`config.mk`:
```
export PLATFORM = sky130hd
export DESIGN_NAME = lsu
export DESIGN_NICKNAME = d
export VERILOG_FILES = /design/src/rtl/lsu_pkg.sv /design/src/rtl/lsu_align.sv /design/src/rtl/lsu.sv
export SDC_FILE = /design/constraint.sdc
export NUM_CORES = 1
export LEC_CHECK = 0
export ABC_AREA = 1
export ABC_CLOCK_PERIOD_IN_PS = 4050
export BUFFER_PORTS_ARGS = -buffer_cell sky130_fd_sc_hd__buf_2
export CAP_MARGIN = 20
export CELL_PAD_IN_SITES_DETAIL_PLACEMENT = 1
export CELL_PAD_IN_SITES_GLOBAL_PLACEMENT = 1
export CORE_UTILIZATION = 31
export DETAILED_ROUTE_END_ITERATION = 6
export PLACE_DENSITY = 0.77
export SYNTH_ARGS = -nofsm -noshare
export SYNTH_HDL_FRONTEND = slang
export SYNTH_SLANG_ARGS = --single-unit
```
`constraint.sdc`:
```
create_clock -name clk -period 4.05 [get_ports clk]
set_input_delay 1.215 -clock clk [delete_from_list [all_inputs] [get_ports clk]]
set_output_delay 1.215 -clock clk [all_outputs]
set_load 0.05 [all_outputs]
```
`src/rtl/lsu_pkg.sv`:
```
// lsu_pkg: shared size codes, FSM state encodings and timeout counter width for the load/store unit.
package lsu_pkg;
  localparam logic [1:0] MEM_SIZE_B   = 2'b00;
  localparam logic [1:0] MEM_SIZE_H   = 2'b01;
  localparam logic [1:0] MEM_SIZE_W   = 2'b10;
  localparam logic [1:0] MEM_SIZE_BAD = 2'b11;
  localparam int LSU_TIMEOUT_W = 16;
  typedef enum logic [1:0] {
    LSU_ST_IDLE = 2'd0,
    LSU_ST_REQ  = 2'd1,
    LSU_ST_RESP = 2'd2
  } lsu_state_t;
endpackage

```
`src/rtl/lsu_align.sv`:
```
// lsu_align: byte-lane strobes, store-data replication, load extraction/extension and misalignment check.
module lsu_align
  import lsu_pkg::*;
#(
  parameter int XLEN = 32
) (
  input  logic [1:0]      size,
  input  logic [1:0]      offset,
  input  logic            unsigned_ld,
  input  logic [XLEN-1:0] wdata,
  input  logic [XLEN-1:0] mem_rdata,
  output logic [3:0]      wstrb,
  output logic [XLEN-1:0] wdata_rep,
  output logic [XLEN-1:0] load_val,
  output logic            misaligned
);
  logic [XLEN-1:0] sh;
  logic [7:0]      b;
  logic [15:0]     h;
  always_comb begin
    sh = mem_rdata >> {offset, 3'b000};
    b = sh[7:0];
    h = sh[15:0];
    misaligned = (size == MEM_SIZE_BAD) || (size == MEM_SIZE_H && offset[0]) ||
                 (size == MEM_SIZE_W && offset != 2'b00);
    wstrb = size == MEM_SIZE_B ? 4'b0001 << offset :
            size == MEM_SIZE_H ? 4'b0011 << offset : 4'b1111;
    wdata_rep = size == MEM_SIZE_B ? {(XLEN/8){wdata[7:0]}} :
                size == MEM_SIZE_H ? {(XLEN/16){wdata[15:0]}} : wdata;
    load_val = size == MEM_SIZE_B ? {{(XLEN-8){~unsigned_ld & b[7]}}, b} :
               size == MEM_SIZE_H ? {{(XLEN-16){~unsigned_ld & h[15]}}, h} : mem_rdata;
  end
endmodule

```
`src/rtl/lsu.sv`:
```
// lsu: single-outstanding load/store unit on a req/ack data-memory port.
// Optional ack timeout with bus_fault reporting is enabled by defining LSU_TIMEOUT_EN.
module lsu
  import lsu_pkg::*;
#(
  parameter int XLEN = 32,
  parameter int TIMEOUT_CYCLES = 255
) (
  input  logic            clk,
  input  logic            reset,
  input  logic            start,
  input  logic            is_store,
  input  logic [1:0]      size,
  input  logic            unsigned_ld,
  input  logic [XLEN-1:0] addr,
  input  logic [XLEN-1:0] wdata,
  output logic            busy,
  output logic            done,
  output logic [XLEN-1:0] rdata,
  output logic            misaligned,
  output logic            bus_fault,
  output logic            mem_req,
  output logic            mem_we,
  output logic [XLEN-1:0] mem_addr,
  output logic [XLEN-1:0] mem_wdata,
  output logic [3:0]      mem_wstrb,
  input  logic            mem_ack,
  input  logic [XLEN-1:0] mem_rdata
);
  lsu_state_t      state;
  logic [1:0]      r_size, r_off, a_size, a_off;
  logic            r_uns, a_uns, a_mis;
  logic [3:0]      a_wstrb;
  logic [XLEN-1:0] a_wdata, a_load;
  // In IDLE the aligner sees the new request; afterwards it sees the latched access for load extraction.
  assign a_size = state == LSU_ST_IDLE ? size : r_size;
  assign a_off  = state == LSU_ST_IDLE ? addr[1:0] : r_off;
  assign a_uns  = state == LSU_ST_IDLE ? unsigned_ld : r_uns;
  lsu_align #(.XLEN(XLEN)) u_align (
    .size(a_size), .offset(a_off), .unsigned_ld(a_uns), .wdata(wdata), .mem_rdata(mem_rdata),
    .wstrb(a_wstrb), .wdata_rep(a_wdata), .load_val(a_load), .misaligned(a_mis)
  );
`ifdef LSU_TIMEOUT_EN
  logic [LSU_TIMEOUT_W-1:0] cnt;
`else
  logic unused_timeout;
  assign unused_timeout = ^TIMEOUT_CYCLES;
  assign bus_fault = 1'b0;
`endif
  always_ff @(posedge clk or posedge reset) begin
    if (reset) begin
      state <= LSU_ST_IDLE;
      busy <= 1'b0;
      done <= 1'b0;
      rdata <= '0;
      misaligned <= 1'b0;
      mem_req <= 1'b0;
      mem_we <= 1'b0;
      mem_addr <= '0;
      mem_wdata <= '0;
      mem_wstrb <= '0;
      r_size <= '0;
      r_off <= '0;
      r_uns <= 1'b0;
`ifdef LSU_TIMEOUT_EN
      bus_fault <= 1'b0;
      cnt <= '0;
`endif
    end else begin
      done <= 1'b0;
      misaligned <= 1'b0;
`ifdef LSU_TIMEOUT_EN
      bus_fault <= 1'b0;
`endif
      case (state)
        LSU_ST_IDLE: if (start) begin
          busy <= 1'b1;
          if (a_mis) begin
            state <= LSU_ST_RESP;
            done <= 1'b1;
            misaligned <= 1'b1;
          end else begin
            state <= LSU_ST_REQ;
            mem_req <= 1'b1;
            mem_we <= is_store;
            mem_addr <= {addr[XLEN-1:2], 2'b00};
            mem_wdata <= a_wdata;
            mem_wstrb <= is_store ? a_wstrb : 4'b0000;
            r_size <= size;
            r_off <= addr[1:0];
            r_uns <= unsigned_ld;
`ifdef LSU_TIMEOUT_EN
            cnt <= '0;
`endif
          end
        end
        LSU_ST_REQ: begin
          if (mem_ack) begin
            state <= LSU_ST_RESP;
            mem_req <= 1'b0;
            done <= 1'b1;
            if (!mem_we) rdata <= a_load;
          end
`ifdef LSU_TIMEOUT_EN
          else if (cnt == LSU_TIMEOUT_W'(TIMEOUT_CYCLES)) begin
            state <= LSU_ST_RESP;
            mem_req <= 1'b0;
            done <= 1'b1;
            bus_fault <= 1'b1;
          end else cnt <= cnt + 1'b1;
`endif
        end
        default: begin
          state <= LSU_ST_IDLE;
          busy <= 1'b0;
        end
      endcase
    end
  end
endmodule
```
==> qor.txt <==
Routed vias/inst: 4.68
Largest net degree at the start of global routing: 111
CP Buf/Inv Count: 4
Largest family of logic cells by synthesized area: simple AND/OR/NAND/NOR gates
Outcome: finished, final reports clean
Clock Skews: 0.00887 ns
GRT overflow: 0
Worst setup EP type: flop
Worst-path fanout max: 19
CP arrival: 3.10 ns
LEAKAGE: 3.97 nW
Synth Area in Compound Gates: 6.45%
Most frequent cells in the layout: nand2_1, buf_2, dfrtp_1, nor2_1
Global-route wire length before repair: 28.7 mm
Critical path's slowest cell: nand2_2
Setup violations, final: 0
ANT nets after route: 0
CP top delay family: simple AND/OR/NAND/NOR gates
HP Class: reg2reg
Final Cell Area: 6950 µm²
Slew Viols, Final: 0
I/O pins: 210
Hold Buf Count CTS: 0
Post-synthesis register bit count: 110
Syn Inst Count: 739
Core area: 17,200 µm²
Pwr dens: 1020 nW/µm²
Min cycle time layout: 2.82 ns
Syn_area_per_cell: 7.37 µm²
Reg clk slew, reported paths: 0.08 ns
Final WS setup: 1.23 ns
CTS max path bufs: 2
WL/cell: 15.6 µm
TritonCTS Buffers: 9
Number of port buffers: 206
HPWL Detailed: 13.2 mm
Fill cells: 2,252
Die W: 135 µm
Starting Density: 31.6%
Crit path kind: in2reg
Actual transition at the worst max-transition pin: 0.636 ns
Adder-cell share of the synthesized area: 0.918%
Mux contribution to synthesized area: 0%
Crit path largest cell delay: 0.32 ns
Num Clock Sinks: 110
Synthesized cell area: 5450 µm²
Placement-stage cell area: 6660 µm²
CTS tree: done
Final Util: 40.3%
WP data required: 4.33 ns
TNS Setup: 0 ns
CP startpoint kind: input port
XOR/XNOR Fraction of Synth Area: 0%
Fmax: 0.355 GHz
Initial DRC count: 279
GRT Total Usage: 20.5%
Routability Congestion: 0.817
Distinct cells, synth: 27
# DRC: 0
Post-CTS setup buffer count: 0
Die span in y: 135 µm
Post-synthesis sequential area ratio: 50.5%
Antenna violations before repair: 5
Maximum VDD drop: 410 µV
Area share of and/or/nand/nor cells after synthesis: 36.2%
Slew margin rel.: 57.6%
CP Cell Sequence: buf_2 -> inv_1 -> nand2_2 -> nand2_1 -> buf_4 -> nand2_2 -> nor2_1 -> nand3_1 -> nand2_2 -> inv_1 -> a21oi_1
H-tree depth: 3
Final WL: 18.1 mm
Layout cells sized above 1: 26.5%
Worst skew pair latency: 0.36 ns
Routed vias: 5,446
Ys Warns: 0
Crit path top cell by count: nand2_2
FP Rows: 48
Number of global-route vias before repair: 5,335
RSZ-0062 raised after global routing: no
Die ar.: 18,100 µm²
Max Cap Viol: 0
Commonest non-fill, non-tap cell in the layout: nand2_1
Power Total: 7.07 mW
Layout overhead on the synthesized area: 27.6%
Post_cts resized: 0
Drt first pass iters: 6
Final net count: 1,039
Root Buffer: clkbuf_16
Place WS: 0.810 ns
Fin. Hold Viols: 0
Fin crit share: 69.6%
[where the power goes]
| group | switching, mW | internal [mW] | leakage (nW) |
|---|---|---|---|
| Sequential | 0.283 | 1.62 | 1.34 |
| Combinational | 3.31 | 0.984 | 2.49 |
| Clock | 0.447 | 0.428 | 0.136 |
[final cells by class]
cell class              instances  area, µm²  share of cell area, %
diodes                          3       7.51                  0.108
inverters                      31        120                   1.73
flip-flops and latches        110       2750                   39.6
repair buffers                215       1120                   16.2
clock inverters                 6       56.3                  0.810
multi-input cells             564       2380                   34.3
well taps                     225        282                   4.05
clock buffers                   9        225                   3.24
[cell families (layout without fill, tap and decap cells)]
group	Yosys count	count (layout)
compound gates	62	62
fa+ha+maj	4	4
buf+inv	67	261
flops	110	110
other cells	1	6
simple gates	495	495
[layer usage]
layer	wire [µm]	part of all wire [%]	GRT usage (%)
met2	8210	45	32.8
met5	22	0.12	0
met1	8150	45	26.5
met3	1330	7.4	5.44
met4	395	2.2	7.87
[state kept, by name (all words and copies together) (netlist names)]
name	flops
mem_we	1
mem_wdata	32
r_uns	1
done	1
mem_req	1
rdata	32
busy	1
r_off	2
mem_addr	30
misaligned	1
mem_wstrb	4
state	2
r_size	2
[per-stage QoR]
stage / std cells / hold WS [ns]
floorplan: 741 / 0.442
global placement: 1145 / 0.449
detailed placement: 1145 / 0.453
CTS: 1160 / 0.472
global route: 1161 / 0.487
finish: 1163 / 0.469
[path summary, 6_finish.rpt]
path	startpoint	to	slack [ns]	cells after the start
max	size[1]	rdata[9]	1.23	11
min	mem_addr[31]	mem_addr[31]	0.47	2
max reg2reg	state[1]	mem_addr[29]	1.39	12
min reg2reg	mem_addr[31]	mem_addr[31]	0.47	2
max in group asynchronous	reset	rdata[18]	2.55	3
min in group asynchronous	reset	mem_wdata[2]	1.02	3
[Yosys cell counts]
| library cell | n | share of area [%] |
|---|---|---|
| nor2_8 | 1 | 0.37 |
| dfrtp_1 | 110 | 51 |
| inv_1 | 29 | 2.0 |
| clkbuf_1 | 7 | 0.48 |
| buf_4 | 5 | 0.69 |
| nand2_4 | 2 | 0.41 |
| nand3_1 | 28 | 2.6 |
| a21oi_1 | 13 | 1.2 |
| o21ai_1 | 9 | 0.83 |
| buf_2 | 21 | 1.9 |
| o211ai_1 | 6 | 0.83 |
| nor2_2 | 1 | 0.11 |
| nand4_1 | 1 | 0.11 |
| nor2_4 | 3 | 0.62 |
| o21a_1 | 8 | 1.1 |
| buf_6 | 3 | 0.62 |
| o31ai_1 | 1 | 0.14 |
| ha_1 | 4 | 0.92 |
| nor2_1 | 88 | 6.1 |
| conb_1 | 1 | 0.069 |
| inv_2 | 2 | 0.14 |
| o21ai_0 | 22 | 2.0 |
| or2_2 | 1 | 0.11 |
| a31oi_1 | 1 | 0.11 |
| o22ai_1 | 2 | 0.23 |
| nand2_1 | 363 | 25 |
| nand2_2 | 7 | 0.80 |
[worst min-delay path, stage by stage, from the launching register on]
cell and delay (ns):
dfrtp_1 0.34, nand2_1 0.05, nand2_1 0.05
Power figures use the tool's default switching activity.
